[config.mk]
export PLATFORM = sky130hd
export DESIGN_NAME = rpn_stack_ctl
export DESIGN_NICKNAME = d
export VERILOG_FILES = /design/src/rtl/rpn_stack_ctl.sv
export SDC_FILE = /design/constraint.sdc
export NUM_CORES = 1
export LEC_CHECK = 0
export BUFFER_PORTS_ARGS = -buffer_cell sky130_fd_sc_hd__clkbuf_2
export CORE_MARGIN = 2
export CORE_UTILIZATION = 65
export CTS_BUF_LIST = sky130_fd_sc_hd__clkbuf_4 sky130_fd_sc_hd__clkbuf_8
export DETAILED_ROUTE_END_ITERATION = 8
export PLACE_DENSITY_LB_ADDON = 0.25
export SLEW_MARGIN = 20
export SYNTH_ARGS = -nofsm -noshare
export SYNTH_HDL_FRONTEND = slang
export SYNTH_SLANG_ARGS = --single-unit
[constraint.sdc]
create_clock -name clk -period 12.23 [get_ports clk]
set_input_delay 1.8345 -clock clk [delete_from_list [all_inputs] [get_ports clk]]
set_output_delay 1.8345 -clock clk [all_outputs]
set_load 0.03 [all_outputs]
[src/rtl/rpn_stack_ctl.sv]
// LIFO operand stack for the RPN calculator datapath.
// Push/pop/replace/reduce with status and sticky error flags.
module rpn_stack_ctl #(
  parameter int DW    = 32,
  parameter int DEPTH = 16,
  parameter int AW    = $clog2(DEPTH)
) (
  input  logic          clk,
  input  logic          rst_n,
  input  logic          clr_stb,
  input  logic          push_stb,
  input  logic          pop_stb,
  input  logic          rdc_stb,
  input  logic [DW-1:0] push_dat,
  output logic [DW-1:0] tos_dat,
  output logic [DW-1:0] nos_dat,
  output logic [AW:0]   count,
  output logic          empty,
  output logic          full,
  output logic          ovf_err,
  output logic          udf_err
);

  localparam logic [AW:0] ONE  = (AW+1)'(1);
  localparam logic [AW:0] TWO  = (AW+1)'(2);
  localparam logic [AW:0] FULC = (AW+1)'(DEPTH);

  logic [DW-1:0] mem_q [DEPTH];
  logic [AW:0]   count_q, count_d;
  logic          ovf_q, ovf_d;
  logic          udf_q, udf_d;
  logic          we;
  logic [AW-1:0] waddr;
  logic [AW-1:0] ptr1, ptr2;
  logic          empty_w, full_w;

  assign ptr1    = count_q[AW-1:0] - AW'(1);
  assign ptr2    = count_q[AW-1:0] - AW'(2);
  assign empty_w = (count_q == '0);
  assign full_w  = (count_q == FULC);

  // Next-state decode: one operation per cycle, priority ordered.
  always_comb begin
    count_d = count_q;
    ovf_d   = ovf_q;
    udf_d   = udf_q;
    we      = 1'b0;
    waddr   = '0;
    if (clr_stb) begin
      count_d = '0;
      ovf_d   = 1'b0;
      udf_d   = 1'b0;
    end else if (rdc_stb) begin
      if (count_q >= TWO) begin
        we      = 1'b1;
        waddr   = ptr2;
        count_d = count_q - ONE;
      end else begin
        udf_d = 1'b1;
      end
    end else if (push_stb && pop_stb) begin
      if (!empty_w) begin
        we    = 1'b1;
        waddr = ptr1;
      end else begin
        udf_d = 1'b1;
      end
    end else if (push_stb) begin
      if (!full_w) begin
        we      = 1'b1;
        waddr   = count_q[AW-1:0];
        count_d = count_q + ONE;
      end else begin
        ovf_d = 1'b1;
      end
    end else if (pop_stb) begin
      if (!empty_w) begin
        count_d = count_q - ONE;
      end else begin
        udf_d = 1'b1;
      end
    end
  end

  // Control state with synchronous active-low reset.
  always_ff @(posedge clk) begin
    if (!rst_n) begin
      count_q <= '0;
      ovf_q   <= 1'b0;
      udf_q   <= 1'b0;
    end else begin
      count_q <= count_d;
      ovf_q   <= ovf_d;
      udf_q   <= udf_d;
    end
  end

  // Storage array; contents are not reset, writes blocked during reset.
  always_ff @(posedge clk) begin
    if (we && rst_n) begin
      mem_q[waddr] <= push_dat;
    end
  end

  assign tos_dat = empty_w ? '0 : mem_q[ptr1];
  assign nos_dat = (count_q < TWO) ? '0 : mem_q[ptr2];
  assign count   = count_q;
  assign empty   = empty_w;
  assign full    = full_w;
  assign ovf_err = ovf_q;
  assign udf_err = udf_q;

endmodule

==> results.cfg, run 1 <==
[clock_tree]
hold_buffers = 0
ctsResizeCount = 0
cts-htree-levels = 3
worstSkewPairLatency_ns = 0.66
cts_tree = yes
cts_setup_buffers = 0
clkSinkCount = 519
cts_buffer_depth = 3
path_clk_slew_ns = 0.06
numCtsBuffers = 83
cts_root_buf = clkbuf_8

[floorplanning]
dieHeight_um = 197
core_area_sq_mm = 0.0366
io_pins = 111
rows = 70
dieArea_sq_mm = 0.0388
initial_core_util = 0.661
die_x_um = 197

[sta]
clock_skew_ns = 0.0205
fin_setup_tns_ns = 0
slew_violations = 0
slew_headroom = 0.282
setup_viol = 0
hold_viol = 0
layout_setup_ws_ns = 5.18
worstMarginPinSlew_ns = 1.08
finalCriticalPeriod_ns = 7.05
rsz0062_at_grt = false
finalCritPeriodShare = 0.576
fmax_mhz = 142

[flow_run]
cap_violations = 0

[worst_hold_path]
hp-start = ovf_err
hp-class = reg2reg
worstHoldEndpoint = ovf_err
hold_depth = 2

[layout]
instances_no_fill = 1851
drive_gt1_frac = 0.427
nFillCells = 2081
nets = 1361
design_area_sq_mm = 0.0270
syn2layout_area_growth_pct = 11.5

[logic_synthesis]
synthCells = 1180
synth_nets = 1225
ys_seq_area_frac = 0.641
synth_edf_count = 512
async_flop_share = 0
synth_area_sq_mm = 0.0242
yosysWarnings = 0
synth-seq-cells = 519
dominantRegCellSynth = edfxtp_1
synth_cell_types = 51
syn_area_per_cell_sq_um = 20.5

[route]
post-route-drc-count = 0
ant_nets = 0
vias_per_cell = 7.40
totalWireLength_um = 60300
vias = 13700
drt_iter0_drc = 1720
wl_per_cell_um = 32.6
dr.pass1.iters = 5

[critical_path]
r2r_cells = 9
max_stage_delay_ns = 0.89
critPathCaptureType = primary output
cpMostUsedCell = buf_4
critPathRequiredTime_ns = 10.40
path_class = reg2out
reg2reg_to = mem_q[1][16]
crit_arrival_ns = 5.21
ff2ff_setup_slack_ns = 7.21
cp_cell_sequence = inv_1 -> ha_4 -> buf_4 -> buf_4 -> mux4_2 -> a221oi_1 -> a31oi_1 -> clkbuf_2
start_kind = flip-flop
startpoint = count[0]
cp_max_fo = 51
slowest_stage = buf_4
timing.rr.start = count[0]

[grt]
overflow = 0
grt_start_max_net_pins = 137
grt_pass1_wl_um = 88900
antenna_found_initial = 1
first_global_vias = 13900
grt_util_all_layers = 0.323

[placement]
place.gp.congestion = 0.834
dpl_cell_area_sq_mm = 0.0254
portBuffers = 110
dp.cells = 1699
dp_hpwl_um = 33600
dp_slack_ns = 5.73

[power]
power.leakage_nw = 8.42
p_total_mw = 4.29
powerDensity_mw_per_mm2 = 159
ir_drop_uv = 127

[status]
status = finished, final reports clean
==> kinds of logic (layout without fill, tap and decap cells) <==
kind of cell | Yosys count | in the layout | share of synthesized area
AO/OA/AOI/OAI | 93 | 93 | 0.0301
XOR/XNOR | 7 | 7 | 0.00253
other | 0 | 2 | 0
multiplexers | 290 | 290 | 0.269
AND/OR/NAND/NOR | 164 | 164 | 0.0329
adder cells (fa/ha/maj) | 7 | 7 | 0.00362
buffers and inverters | 100 | 301 | 0.0210
flip-flops | 519 | 519 | 0.641
==> metal layers <==
layer | share of wire | vias to the layer above | GRT usage
met3 | 0.12 | 152 | 0.0744
met5 | 0 | - | 0
met2 | 0.49 | 966 | 0.506
met4 | 0.035 | 0 | 0.131
met1 | 0.36 | 7139 | 0.453
li1 | - | 5433 | -
==> stage by stage <==
stage / hold slack, ns / util
floorplan: 0.622 / -
global placement: 0.450 / 0.692
detailed placement: 0.473 / 0.693
CTS: 0.487 / 0.737
global route: 0.514 / 0.737
finish: 0.484 / 0.737
==> area by class of cell <==
type                            count  area (sq um)  area share
Timing Repair Buffer              143           811      0.0300
Clock buffer                      103          1290      0.0479
Multi-Input combinational cell    561          8410       0.312
Sequential cell                   519         15500       0.575
Antenna cell                        2          5.00    0.000185
Inverter                            8          32.5     0.00121
Clock inverter                     47           337      0.0125
Tap cell                          468           586      0.0217
==> state kept, by name (all words and copies together) (netlist names) <==
register,cells
count,5
mem_q,512
ovf_err,1
udf_err,1
==> cells in the mapped netlist, types with 2 or more instances <==
cell        n  area (sq um)
edfxtp_1  512         15400
mux4_2    288          6490
nand2_1    72           270
clkbuf_1   41           154
buf_2      38           190
a31oi_1    34           213
and2_1     33           206
a221oi_1   31           272
nor2_1     22          82.6
nor3_1     11          55.1
buf_6      10           113
a21oi_1     7          35.0
dfxtp_1     7           140
ha_1        7          87.6
inv_1       7          26.3
nand3_1     7          35.0
nor2b_1     5          31.3
xnor2_1     5          43.8
o21ai_0     3          15.0
a211oi_1    2          15.0
and3_1      2          12.5
buf_4       2          15.0
mux2i_1     2          20.0
nand4_1     2          12.5
o21ai_1     2          10.0
o22ai_1     2          12.5
xor2_1      2          17.5
==> critical path: cells and delay by family (launching register included) <==
family,cells,cell delay (ns)
mux,1,0.59
buf+inv,4,2.05
fa+ha+maj,1,0.66
compound gates,2,0.45
flops,1,0.75
==> how the worst max path moves through the flow <==
stage	endpoint	slack, ns
after floorplan	mem_q[5][0]	6.54
after global placement	tos_dat[18]	5.83
after detailed placement	tos_dat[18]	5.73
after CTS	tos_dat[18]	5.04
after global routing	tos_dat[27]	4.73
final	tos_dat[27]	5.18
==> placed cells by master (no fill, tap or decap), drive strengths merged, types with 12 or more instances in the layout <==
cell type and count:
nand2 72, clkbuf 213, and2 33, inv 12, mux4 288, nor2 22, nor3 12, clkinv 37
a31oi 34, a221oi 32, buf 33, edfxtp 512
==> report_power, final <==
group          switching [mW]  internal (mW)  total, mW  leakage (nW)
Sequential             0.0129           1.97       1.98          4.66
Combinational           0.514          0.335      0.849          2.90
Clock                   0.676          0.786       1.46         0.852
Total                    1.20           3.09       4.29          8.42
Note: power is estimated with default switching activity, not from simulation.
==> run 2: changes to the inputs <==
Settings changed: ABC_AREA from default to 1, CORE_UTILIZATION 65 to 64.
Clock period 12.23 ns to 6.8 ns, I/O delays scaled along.
==> run 2 against run 1 <==
Net effect: count of clock-buffer cells in the layout up 7; register-to-register slack worse by 5.3 ns; combinational power up 93%; clock skew up 0.0092 ns; clock power up 76%; largest power group unchanged.
==> results.cfg, run 2 <==
[sta]
finalCriticalPeriod_ns = 5.66
slew_violations = 0
fin_setup_tns_ns = 0
slew_headroom = 0.246
hold_viol = 0
worstMarginPinSlew_ns = 1.13
setup_viol = 0
layout_setup_ws_ns = 1.14
fmax_mhz = 177
rsz0062_at_grt = false
clock_skew_ns = 0.0297
finalCritPeriodShare = 0.832

[clock_tree]
ctsResizeCount = 0
cts_root_buf = clkbuf_8
cts_tree = yes
clkSinkCount = 519
cts_buffer_depth = 3
path_clk_slew_ns = 0.06
worstSkewPairLatency_ns = 0.66
numCtsBuffers = 83
cts-htree-levels = 3
hold_buffers = 0
cts_setup_buffers = 0

[flow_run]
cap_violations = 0

[power]
ir_drop_uv = 182
comb_power_share = 0.211
p_total_mw = 7.77
p_seq_frac = 0.458
powerDensity_mw_per_mm2 = 277
p_sw_mw = 2.46
p_clk_frac = 0.331
power.leakage_nw = 10.3
internal_power_mw = 5.30
switching_share = 0.317

[grt]
grt_pass1_wl_um = 112000
globalRouteMet3Util = 0.0765
met1_usage = 0.463
grt_util_all_layers = 0.351
antenna_found_initial = 0
grt_use_met2 = 0.550
first_global_vias = 20400
overflow = 0
grt_start_max_net_pins = 176
busiest_layer = met2

[placement]
dp_slack_ns = 1.98
portBuffers = 110
dp.cells = 3146
place.gp.congestion = 0.890
dp_hpwl_um = 40800
dpl_cell_area_sq_mm = 0.0265

[layout]
nets = 2752
largest_reg_flops = 512
antenna_cells = 0
nFillCells = 2929
instances_no_fill = 3295
final_cell_mix = edfxtp_1, a21oi_1, o21ai_0
design_area_sq_mm = 0.0280
syn2layout_area_growth_pct = 8.37
layout_commonest_cell = edfxtp_1
regMostFlops = mem_q
multi_input_area_sq_mm = 0.00850
drive_gt1_frac = 0.113
seq_area_sq_mm = 0.0155

[status]
status = finished, final reports clean

[floorplanning]
dieArea_sq_mm = 0.0421
rows = 73
io_pins = 111
die_x_um = 205
initial_core_util = 0.650
dieHeight_um = 205
core_area_sq_mm = 0.0398

[logic_synthesis]
synth_cell_types = 27
async_flop_share = 0
synth_area_sq_mm = 0.0259
yosysMostFrequentCell = edfxtp_1
dominantRegCellSynth = edfxtp_1
synthCells = 2686
ys_seq_area_frac = 0.599
synth_top_area_share = 0.594
synth_edf_count = 512
synth_nets = 2731
synth-seq-cells = 519
yosys.area.top_type = edfxtp_1
yosysWarnings = 0
syn_area_per_cell_sq_um = 9.64
ys_top_cells_by_area = edfxtp_1, a21oi_1, o21ai_0, nand3_1, nand2_1
synthTopCellsByCount = edfxtp_1, a21oi_1, o21ai_0

[critical_path]
path_buf_inv = 4
max_stage_delay_ns = 0.96
cp_max_fo = 65
cp_cell_sequence = inv_2 -> ha_4 -> inv_2 -> buf_4 -> nand3_1 -> nand3_1 -> a21oi_1 -> clkbuf_2
crit_arrival_ns = 4.64
start_kind = flip-flop
path_class = reg2out
slowest_stage = ha_4
critPathCaptureType = primary output
critPathRequiredTime_ns = 5.78
cp_top_family = buffers and inverters

[route]
wl_per_cell_um = 22.4
dr.pass1.iters = 6
vias = 21600
totalWireLength_um = 73800
post-route-drc-count = 0
vias_per_cell = 6.56
drt_iter0_drc = 2922
ant_nets = 0

[worst_hold_path]
hp-class = reg2reg
## run 2: worst paths after layout
path | startpoint | cells past startpoint | to | slack, ns
hold reg to reg | udf_err | 2 | udf_err | 0.46
setup / recovery | count[1] | 8 | nos_dat[16] | 1.14
setup reg to reg | count[1] | 9 | mem_q[1][17] | 1.93
hold / removal | udf_err | 2 | udf_err | 0.46
## run 2: tightest hold or removal path: cells and delay by family (launching register included)
| family | cells | cell delay (ns) |
|---|---|---|
| buffers and inverters | 1 | 0.05 |
| AOI/OAI and AO/OA | 1 | 0.05 |
| DFF | 1 | 0.31 |
## run 2: area by class of cell
class | count | share of cell area
inverters | 244 | 0.0329
clock inverters | 38 | 0.00705
flip-flops and latches | 519 | 0.553
multi-input cells | 1710 | 0.303
repair buffers | 149 | 0.0314
well taps | 525 | 0.0234
clock buffers | 110 | 0.0486
## run 2: power groups by stage
stage               clock, mW  combinational [mW]  sequential (mW)
floorplan                   0                1.10             3.62
global placement            0                1.56             3.62
detailed placement          0                1.59             3.62
CTS                      2.59                1.60             3.56
global route             2.72                1.76             3.56
finish                   2.57                1.64             3.56
## run 2: per-stage QoR
step / utilization / hold slack (ns)
after CTS: 0.704 / 0.461
after global placement: 0.664 / 0.448
final: 0.704 / 0.457
after floorplan: - / 0.575
after detailed placement: 0.665 / 0.453
after global routing: 0.704 / 0.497
## run 2: per-layer routing
layer  vias up  routed length [um]
li1       9658                   -
met1     10100               26800
met2      1625               34000
met3       274                9710
met4         0                3300
met5         -                   0
## run 2: kinds of logic (layout without fill, tap and decap cells)
group	count (synthesis)	after routing	synth area share
flops	519	519	0.599
simple gates	722	722	0.119
buf+inv	457	541	0.0778
compound gates	979	979	0.200
xor+xnor	2	2	0.000677
fa+ha+maj	7	7	0.00338
